`config.mk`:
```
export PLATFORM = sky130hd
export DESIGN_NAME = w_serializer
export DESIGN_NICKNAME = d
export VERILOG_FILES = /design/src/rtl/w_serializer.sv
export SDC_FILE = /design/constraint.sdc
export NUM_CORES = 1
export LEC_CHECK = 0
export CORE_UTILIZATION = 45
export CTS_CLUSTER_DIAMETER = 200
export DETAILED_ROUTE_END_ITERATION = 12
export GPL_TIMING_DRIVEN = 0
export PLACE_DENSITY = 0.74
export SYNTH_ARGS = -nofsm -noshare
export SYNTH_HDL_FRONTEND = slang
export SYNTH_SLANG_ARGS = --single-unit
```
`constraint.sdc`:
```
create_clock -name clk -period 2.09 [get_ports clk]
set_input_delay 0.209 -clock clk [delete_from_list [all_inputs] [get_ports clk]]
set_output_delay 0.209 -clock clk [all_outputs]
set_load 0.01 [all_outputs]
```
`src/rtl/w_serializer.sv`:
```
// Parallel-to-serial converter that feeds one bit per cycle into a downstream
// sequence detector. Back-to-back words stream with no gap between them.
module w_serializer #(
  parameter int WIDTH     = 8,
  parameter bit MSB_FIRST = 1'b1,
  parameter bit IDLE_W    = 1'b0
) (
  input  logic             clk,
  input  logic             Resetn,
  input  logic [WIDTH-1:0] din,
  input  logic             din_valid,
  output logic             din_ready,
  output logic             w,
  output logic             w_valid,
  output logic             busy,
  output logic             done
);

  localparam int CW = $clog2(WIDTH);
  localparam logic [CW-1:0] LAST_CNT = CW'(WIDTH - 1);

  typedef enum logic {IDLE, SHIFT} state_t;

  state_t           state_q, state_d;
  logic [WIDTH-1:0] sreg_q, sreg_d;
  logic [CW-1:0]    cnt_q, cnt_d;

  logic             last;
  logic             xfer;
  logic [WIDTH-1:0] sreg_shifted;

  assign last = (state_q == SHIFT) && (cnt_q == LAST_CNT);
  assign xfer = din_valid && din_ready;

  // Shift toward whichever end drives w, zero-filling the vacated bit.
  assign sreg_shifted = MSB_FIRST ? {sreg_q[WIDTH-2:0], 1'b0}
                                  : {1'b0, sreg_q[WIDTH-1:1]};

  always_ff @(posedge clk or negedge Resetn) begin
    if (!Resetn) begin
      state_q <= IDLE;
      sreg_q  <= '0;
      cnt_q   <= '0;
    end else begin
      state_q <= state_d;
      sreg_q  <= sreg_d;
      cnt_q   <= cnt_d;
    end
  end

  always_comb begin
    state_d = state_q;
    sreg_d  = sreg_q;
    cnt_d   = cnt_q;
    unique case (state_q)
      IDLE: begin
        if (xfer) begin
          sreg_d  = din;
          cnt_d   = '0;
          state_d = SHIFT;
        end
      end
      SHIFT: begin
        if (last) begin
          if (xfer) begin
            sreg_d = din;
            cnt_d  = '0;
          end else begin
            sreg_d  = sreg_shifted;
            cnt_d   = '0;
            state_d = IDLE;
          end
        end else begin
          sreg_d = sreg_shifted;
          cnt_d  = cnt_q + 1'b1;
        end
      end
      default: state_d = IDLE;
    endcase
  end

  // Outputs depend only on registered state, never on din/din_valid.
  always_comb begin
    din_ready = (state_q == IDLE) || last;
    busy      = (state_q == SHIFT);
    w_valid   = (state_q == SHIFT);
    done      = last;
    w         = IDLE_W;
    if (state_q == SHIFT) w = MSB_FIRST ? sreg_q[WIDTH-1] : sreg_q[0];
  end

endmodule

```
### Word level (Yosys, flattened, before mapping)

Index checks and enable logic that the tools add are counted.

* add/subtract/negate cells: 1
* equal/unequal tests: 2
* muxes and demuxes: 11
* bitwise operators: 1
* reduce and logical (&&, ||, !) cells: 3

Operators with widths (number)
* 8-bit 2-to-1 mux: 3
* 8-bit one-hot mux with 2 select lines: 1
* 3-bit 2-to-1 mux: 2
* 3-bit one-hot mux with 2 select lines: 1
* 3-bit by 1-bit adder with 3-bit output (second input constant): 1
* 3-bit == test (second input constant): 1
* 1-bit 2-to-1 mux: 3
* 1-bit logical AND: 2
* 2-bit inequality test (second input constant): 1
* 1-bit one-hot mux with 2 select lines: 1
* 1-bit logical OR: 1
* 1-bit NOT: 1

* register bits after elaboration: 12
* bits of input ports: 11
* output and inout port bits: 5
* logic and storage cells: 21

### Depth between registers and ports, before layout

Gate-level depths: netlist of the first run.

* depth in word-level cells: 7
* depth in mapped cells: 6
* depth with buffers taken out: 5

### Worst setup path before layout of the first run

Ideal clock, no wire load.

* kind: register -> register
* start point: reg cnt_q[0]
* end point: reg sreg_q[1]
* library setup time: 131 ps
* data arrival time: 1211 ps
* required time: 1959 ps
* path slack: 748 ps
* cell stages (with the launch flop): 7
* buffers on the path: 1
* period minus slack after synthesis: 1342 ps
* path through: dfrtp_1 -> ha_1 -> ha_1 -> buf_4 -> and3_1 -> a31oi_1 -> o21ai_1

* longest elaborated chain between the ends: 7
* elaborated cells between the ends (all ways): 8
* classes of those cells: eq/ne (2); mux (3); reduce/logical (3)

Ends and longest elaborated chain
* start, declared: line 26 `logic [CW-1:0] cnt_q, cnt_d;`
* start signal, assigned: line 47 `cnt_q <= cnt_d;`
* 3-bit == test (*): line 32 `assign last = (state_q == SHIFT) && (cnt_q == LAST_CNT);`
* 1-bit logical AND (*): line 32
* 1-bit logical OR: line 84 `din_ready = (state_q == IDLE) || last;`
* 1-bit logical AND: line 33 `assign xfer = din_valid && din_ready;`
* 8-bit 2-to-1 mux: line 65 `if (xfer) begin`
* 8-bit 2-to-1 mux: line 64 `if (last) begin`
* 8-bit one-hot mux with 2 select lines: line 55 `unique case (state_q)`
* end signal, assigned: line 46 `sreg_q <= sreg_d;`
* end, declared: line 25 `logic [WIDTH-1:0] sreg_q, sreg_d;`

Every way passes the cells marked *; elsewhere a longest branch is shown, timed or not.
A chain may end at the register's enable or synchronous reset.

### Worst setup path in the final report of the first run

* start point: reg cnt_q[0]
* end point: out din_ready

* longest elaborated chain between the ends: 3

Ends and longest elaborated chain
* 3-bit == test: line 32
* 1-bit logical AND: line 32
* 1-bit logical OR: line 84
* end, declared: line 12 `output logic din_ready,`

No other way between the ends.

==> flow_metrics.py, run 1 <==
metrics = {
    "critical_path": {
        "worstPathRequired_ps": 1880,
        "worstReg2RegStart": "cnt_q[0]",
        "critPathBufInv": 2,
        "crit_fanout": 3,
        "path_class": "reg2out",
        "ff2ff_path_depth": 6,
        "r2r_end": "sreg_q[4]",
        "regToRegSetupSlack_ps": 630,
        "crit_chain": "ha_1 > ha_1 > inv_1 > nand2_1 > clkdlybuf4s50_1",
        "start_kind": "register",
        "crit_path_top_delay_cell": "clkdlybuf4s50_1",
        "cpLargestDelayFamily": "buffers and inverters",
        "cp_data_arrival_time_ps": 1740,
        "crit_path_end_kind": "primary output",
        "cp_common_cell": "ha_1",
        "critPathLaunch": "cnt_q[0]",
        "cpPeakStageDelay_ps": 480,
    },
    "layout": {
        "diodes": 0,
        "fin_nets": 94,
        "drive_gt1_share_pct": 11.4,
        "fin_util_pct": 63.3,
        "fill_cells": 113,
        "final_common_cell": "clkdlybuf4s50_1",
        "multi_input_area_um2": 299,
        "final_cell_mix": "clkdlybuf4s50_1, dfrtp_1, mux2i_1, o21ai_1",
        "synthToLayoutAreaGrowth_pct": 27.8,
        "regArea_um2": 300,
    },
    "global_route": {
        "antenna_found_initial": 0,
        "grt.busiest_layer": "met2",
        "grt_use_met1_pct": 25.7,
        "grt_max_degree": 13,
        "grt_first_pass_wirelength_um": 1990,
        "met2_usage_pct": 29.0,
        "grt_pass1_vias": 447,
        "grt_usage_pct": 20.2,
        "use_met3_pct": 10.6,
        "overflow": 0,
    },
    "yosys": {
        "synth-seq-cells": 12,
        "seq_area_frac_synth_pct": 45.5,
        "synth.distinct_cells": 19,
        "synthCells": 62,
        "ys_warn_count": 0,
        "netlist_area_um2": 661,
        "avgSynthCellArea_um2": 10.7,
        "synthesis.nets": 75,
    },
    "timing": {
        "fmax_mhz": 514,
        "period_minus_slack_ps": 1950,
        "fin_crit_sh_pct": 93.2,
        "slew_viol_final": 0,
        "hold_violations": 0,
        "slew_headroom_pct": 63.8,
        "finalSetupTns_ps": 0,
        "worst_pin_slew_ps": 541,
        "setup_viol": 0,
        "finalClockSkew_ps": 3.13,
        "rsz0062_at_grt": "false",
    },
    "cts": {
        "tritoncts": "yes",
        "htree_levels": 1,
        "clk_path_buf_depth": 2,
        "root_buffer": "clkbuf_4",
        "cts-buffers-inserted": 3,
        "clkLatencyLatePin_ps": 270,
        "clkTransAtPathRegs_ps": 70,
        "clkSinkCount": 12,
        "ctsHoldBuffers": 0,
    },
    "floorplan": {
        "ioPinCount": 16,
        "core_area_um2": 1330,
        "initial_utilization_pct": 49.5,
        "std_cell_rows": 13,
        "die_y_um": 40.3,
        "die-width_um": 40.3,
        "dieArea_um2": 1630,
    },
    "power_and_ir_drop": {
        "power.density_nw_per_um2": 1040,
        "vdd_drop_max_mv": 0.606,
        "p_leak_uw": 0.000415,
    },
    "drt": {
        "firstDrtPassIters": 4,
        "ant_nets": 0,
        "drtIter0Drc": 14,
        "vias_per_cell": 5.61,
        "dr_total_vias": 527,
        "drc": 0,
        "avgRoutedWirePerCell_um": 14.2,
        "wl_um": 1340,
    },
    "placed_design": {
        "portBuffers": 14,
        "gp_congestion": 0.694,
        "dp_hpwl_um": 936,
    },
    "status": {
        "outcome": "finished, final reports clean",
    },
    "flow_run": {
        "drv_cap": 0,
    },
    "worst_hold_path": {
        "worstHoldPathType": "in2async",
    },
}
[what timing repair did]
item	in CTS	in global routing
buffers inserted	0	0
gates resized for setup	0	1
setup endpoints to repair	0	1
[kinds of logic (layout without fill, tap and decap cells)]
| kind of cell | after synthesis | count (layout) | synth area share, % |
|---|---|---|---|
| AOI/OAI and AO/OA | 18 | 18 | 16.5 |
| and+or+nand+nor | 15 | 15 | 12.9 |
| DFF | 12 | 12 | 45.5 |
| muxes | 8 | 8 | 12.1 |
| buffers and inverters | 7 | 24 | 9.28 |
| adders and majority gates | 2 | 2 | 3.79 |
[synth_stat cells]
cell type | n | area, um2
inv_1 | 1 | 3.75
nor2_1 | 1 | 3.75
and2_1 | 2 | 12.5
mux2i_1 | 8 | 80.1
nand2_2 | 1 | 6.26
a31oi_1 | 7 | 43.8
nand2_1 | 2 | 7.51
nand2b_1 | 1 | 6.26
clkbuf_1 | 1 | 3.75
ha_1 | 2 | 25.0
dfrtp_1 | 12 | 300
nand3_1 | 1 | 5.00
o21ai_0 | 1 | 5.00
and3_1 | 7 | 43.8
o21ai_1 | 8 | 40.0
a32o_1 | 2 | 20.0
buf_6 | 1 | 11.3
buf_12 | 1 | 20.0
buf_4 | 3 | 22.5
[sequential cells by signal (all words and copies together) (netlist names)]
name	cells
busy	1
sreg_q	8
cnt_q	3
[metrics by stage]
stage	setup WS, ps	power, uW	instance area [um2]	hold WS [ps]	instances
global placement	328	741	820	476	91
finish	143	880	845	291	94
CTS	14.8	894	842	290	94
floorplan	748	614	661	-86.6	62
global route	13.1	945	845	327	94
detailed placement	328	751	820	488	91
[worst reg2reg max path: cells and delay by family (launching register included)]
| kind | cells | cell delay (ps) |
|---|---|---|
| AND/OR/NAND/NOR | 1 | 140 |
| adder cells (fa/ha/maj) | 2 | 400 |
| buffers and inverters | 1 | 170 |
| flip-flops | 1 | 400 |
| AO/OA/AOI/OAI | 2 | 220 |
[layout make-up]
| cell class | instances | area share, % |
|---|---|---|
| tap | 15 | 2.22 |
| timing repair buffer | 14 | 16.9 |
| buffer | 6 | 6.81 |
| multi-input combinational | 43 | 35.4 |
| sequential | 12 | 35.6 |
| clock buffer | 3 | 2.67 |
| inverter | 1 | 0.444 |
[metal layers]
layer / wire length, um / vias up
met5: 0 / -
met3: 92 / 0
met1: 628 / 250
met2: 618 / 15
met4: 0 / 0
li1: - / 262
[where the power goes]
group / total, uW / internal [uW] / switching [uW]
combinational: 374 / 208 / 166
sequential: 368 / 319 / 49.0
clock: 137 / 66.6 / 70.5
total: 880 / 594 / 286
[worst max-delay path by stage]
stage / slack, ps / cells after the start / endpoint
2_1_floorplan: 750 / 6 / sreg_q[1]
3_3_place_gp: 330 / 5 / done
3_5_place_dp: 330 / 5 / done
4_1_cts: 10 / 5 / done
5_1_grt: 10 / 3 / w
6_report: 140 / 5 / din_ready
Note: power is estimated with default switching activity, not from simulation.
==> inputs of run 2 (changes only) <==
--- a/config.mk
+++ b/config.mk
@@ -8,8 +8,8 @@
 export CORE_UTILIZATION = 45
 export CTS_CLUSTER_DIAMETER = 200
 export DETAILED_ROUTE_END_ITERATION = 12
+export DONT_BUFFER_PORTS = 1
 export GPL_TIMING_DRIVEN = 0
-export PLACE_DENSITY = 0.74
 export SYNTH_ARGS = -nofsm -noshare
 export SYNTH_HDL_FRONTEND = slang
 export SYNTH_SLANG_ARGS = --single-unit
==> run 2 against run 1 <==
Against the previous run:
- clock skew rose by 3.7 ps
- register-to-register slack barely moved
- via count fell by 8.3%
- design area fell by 16%
- utilization fell by 9.9 points
- flip-flop and latch count did not move
- critical path type unchanged
- critical endpoint is now done
==> flow_metrics.py, run 2 (synthesis gave the netlist of run 1 again) <==
metrics = {
    "floorplan": {
        "ioPinCount": 16,
        "die_y_um": 40.3,
        "die-width_um": 40.3,
        "std_cell_rows": 13,
        "core_area_um2": 1330,
        "dieArea_um2": 1630,
        "initial_utilization_pct": 49.5,
    },
    "critical_path": {
        "ff2ff_path_depth": 6,
        "cp_common_cell": "ha_1",
        "cpPeakStageDelay_ps": 400,
        "worstPathRequired_ps": 1880,
        "cp_data_arrival_time_ps": 1420,
        "crit_chain": "ha_1 > ha_1 > buf_4 > and2_1",
        "crit_path_top_delay_cell": "dfrtp_1",
        "worstReg2RegStart": "cnt_q[0]",
        "cpLargestDelayFamily": "flip-flops",
        "crit_path_end_kind": "primary output",
        "regToRegSetupSlack_ps": 630,
        "critPathBufInv": 1,
        "r2r_end": "sreg_q[2]",
        "start_kind": "register",
        "crit_fanout": 10,
        "path_class": "reg2out",
    },
    "layout": {
        "design_area_um2": 712,
        "final_common_cell": "dfrtp_1",
        "final_cell_mix": "dfrtp_1, mux2i_1, o21ai_1",
        "diodes": 0,
        "fin_nets": 81,
        "drive_gt1_share_pct": 13.6,
        "regMostFlops": "sreg_q",
        "synthToLayoutAreaGrowth_pct": 7.77,
        "largest_reg_flops": 8,
    },
    "global_route": {
        "overflow": 0,
        "grt_first_pass_wirelength_um": 1950,
        "antenna_found_initial": 0,
        "grt_max_degree": 13,
        "grt_pass1_vias": 444,
        "grt_usage_pct": 18.5,
    },
    "drt": {
        "firstDrtPassIters": 4,
        "drtIter0Drc": 22,
        "vias_per_cell": 5.96,
        "drc": 0,
        "wl_um": 1310,
        "avgRoutedWirePerCell_um": 16.1,
        "dr_total_vias": 483,
        "ant_nets": 0,
    },
    "timing": {
        "fmax_mhz": 614,
        "period_minus_slack_ps": 1630,
        "slew_viol_final": 0,
        "rsz0062_at_grt": "false",
        "fin_crit_sh_pct": 77.9,
        "slew_headroom_pct": 62.0,
        "worst_pin_slew_ps": 568,
        "setup_viol": 0,
        "finalSetupTns_ps": 0,
        "hold_violations": 0,
        "finalClockSkew_ps": 6.86,
    },
    "cts": {
        "tritoncts": "yes",
        "clk_path_buf_depth": 2,
        "cts-buffers-inserted": 3,
        "clkLatencyLatePin_ps": 260,
        "ctsResizeCount": 0,
        "postCtsSetupBuffers": 0,
        "clkTransAtPathRegs_ps": 80,
        "clkSinkCount": 12,
        "root_buffer": "clkbuf_4",
        "htree_levels": 1,
    },
    "placed_design": {
        "dp_hpwl_um": 856,
        "gp_congestion": 0.712,
        "place_area_um2": 679,
        "portBuffers": 0,
    },
    "power_and_ir_drop": {
        "p_leak_uw": 0.000347,
        "vdd_drop_max_mv": 0.507,
        "power.density_nw_per_um2": 1150,
    },
    "flow_run": {
        "drv_cap": 0,
    },
    "worst_hold_path": {
        "worstHoldPathType": "in2reg",
        "hold_start": "din[0]",
        "min_to": "sreg_q[0]",
        "worstHoldPathCells": 2,
    },
    "status": {
        "outcome": "finished, final reports clean",
    },
}
run 2: cell count changes in the layout (fill, tap and decap cells not counted):
cell,delta
clkdlybuf4s50_1,-13
dlygate4sd3_1,+1
dlymetal6s2s_1,-1
run 2: timing repair:
item	in CTS	in global routing
hold endpoints to repair	12	0
setup endpoints to repair	0	0
hold buffers	1	0
run 2: metrics by stage:
step	utilization (%)	setup slack, ps	total power, uW	std cells	hold WS (ps)
after global placement	50.9	663	664	77	-86.3
after detailed placement	50.9	656	671	77	-86.4
after CTS	53.4	459	819	81	94.7
final	53.4	462	815	81	104
after floorplan	-	748	614	62	-86.6
after global routing	53.4	388	886	81	103
run 2: cell type report:
cell class | count | area [um2]
Buffer | 6 | 57.6
Clock buffer | 3 | 22.5
Fill cell | 119 | 622
Inverter | 1 | 3.75
Multi-Input combinational cell | 43 | 299
Sequential cell | 12 | 300
Tap cell | 15 | 18.8
Timing Repair Buffer | 1 | 10.0
run 2: worst max path at each step:
stage,to,startpoint,depth (start not counted)
floorplan,sreg_q[1],cnt_q[0],6
global placement,sreg_q[2],cnt_q[0],6
detailed placement,sreg_q[2],cnt_q[0],6
CTS,done,cnt_q[0],4
global route,done,cnt_q[0],4
finish,done,cnt_q[0],4
run 2: layer usage:
metal	up-vias	global-route usage [%]	share of wire, %
li1	237	-	-
met1	233	24.3	50
met2	13	28.2	44
met3	0	7.22	5.6
met4	0	5.00	0
met5	-	0	0
run 2: power breakdown:
group	leakage, uW	internal (uW)	switching (uW)	total, uW
Clock	0.0000138	66.4	73.4	140
Sequential	0.000153	319	52.1	371
Combinational	0.000181	147	157	304
==> RTL edit, RTL diff (config.mk and constraints of run 1) <==
Make the reset (`Resetn`) synchronous in one clocked block.
--- a/src/rtl/w_serializer.sv
+++ b/src/rtl/w_serializer.sv
@@ -38,3 +38,3 @@
 
-  always_ff @(posedge clk or negedge Resetn) begin
+  always_ff @(posedge clk) begin
     if (!Resetn) begin
Check against the original RTL: differs if Resetn is asserted again (counterexample within 4 cycles, from zero or initial values and one cycle with Resetn low); with Resetn held inactive, the same outputs for 10 cycles.
==> RTL edit against run 1 <==
Setup slack improved by 110 ps. Sequential cell count unchanged. Via count decreased by 13%. Area after synthesis decreased by 16%. Cell area decreased by 9.0%. Cell count decreased by 4.3%. Fmax increased by 6.2%. Wire length decreased by 26%. Utilization increased by 4.9 points.
Power is not compared: it rests on default switching activity, and its combinational part moved more than twofold at a synthesized area within 25%.
==> RTL edit: results (changes against run 1) <==
stage	metric	value	unit	change
outcome	status	finished clean		unchanged
layout	fin_nets	90		was 94
layout	multi_input_area_share	37.46	%	was 35.41%
global_routing	grt_usage	19.04	%	was 20.21%
synthesis	synth_fp_nets	70		was 75
global_routing	grt_pass1_wl	1787	um	was 1994 um
synthesis	synth_common_cells	12 x dfxtp_1, 9 x mux2i_1, 8 x o21ai_0		was 12 x dfrtp_1, 8 x mux2i_1, 8 x o21ai_1
synthesis	yosys.cell_types.count	18		was 19
layout	clk_share	4.723	%	was 2.667%
hold_path	holdCritPathClass	reg2reg		was in2async
layout	buf_share	23.78	%	was 23.70%
setup_path	r2r-start	cnt_q[0]		unchanged
detailed_routing	routed.top_layer	met4		was met3
synthesis	ys_seq_area_share	43.05	%	was 45.45%
placed_design	dp_hpwl	748.7	um	was 936.1 um
placed_design	routabilityCongestion	0.6871		was 0.6944
detailed_routing	wl_met3	73	um	was 92 um
detailed_routing	drt-initial-drc-count	6		was 14
layout	n_sequential_cell	12		unchanged
placed_design	numPortBuffers	15		was 14
detailed_routing	drt-met1-wl	450	um	was 628 um
layout	layout-drive-gt1-share	13.16	%	was 11.39%
layout	signal_buffers	19		was 20
synthesis	yosys.area.top_type	dfxtp_1		was dfrtp_1
layout	seq_area	240.2	um2	was 300.3 um2
## RTL edit: where the power goes
group	internal, mW	leakage (nW)	total, mW	switching, mW
Combinational	0.0523	0.192	0.0868	0.0346
Sequential	0.245	0.0992	0.255	0.00981
Clock	0.106	0.0210	0.183	0.0767
## RTL edit: timing repair
item                                   in CTS  in global routing
endpoints found under the hold margin       0                  0
setup endpoints to repair                   0                  1
gates resized for setup                     0                  3
## RTL edit: per-stage QoR
| step | setup WS (ps) | total power [mW] | hold WS, ps | instances | instance area (um2) |
|---|---|---|---|---|---|
| after floorplan | 759.6 | 0.3077 | 332.9 | 57 | 558.0 |
| after global placement | 349.7 | 0.3458 | 513.3 | 86 | 725.7 |
| after detailed placement | 339.7 | 0.3481 | 528.7 | 86 | 725.7 |
| after CTS | 33.56 | 0.5309 | 550.5 | 90 | 762.0 |
| after global routing | 173.1 | 0.5513 | 554.9 | 90 | 768.2 |
| final | 255.9 | 0.5241 | 538.2 | 90 | 768.2 |
## RTL edit: kinds of logic after synthesis
| kind of cell | count (synthesis) | synth area share, % |
|---|---|---|
| mux | 9 | 16.14 |
| flops | 12 | 43.05 |
| buf+inv | 5 | 6.052 |
| simple gates | 10 | 10.76 |
| fa+ha+maj | 2 | 4.484 |
| compound gates | 19 | 19.51 |
## RTL edit: final timing paths
path / slack [ps] / depth (start not counted) / endpoint
max: 260 / 4 / done
min: 540 / 2 / cnt_q[1]
max reg2reg: 690 / 6 / sreg_q[4]
min reg2reg: 540 / 2 / cnt_q[1]
## RTL edit: metal layers
metal	track usage (%)	up-vias
li1	-	239
met2	34.65	15
met4	8.333	0
met1	17.84	201
met3	8.929	2
met5	0	-
## RTL edit: worst max-delay path, stage by stage, from the launching register on
cell and delay (ps):
dfxtp_1 350, ha_1 160, ha_2 200, and2_1 120, clkdlybuf4s50_1 520
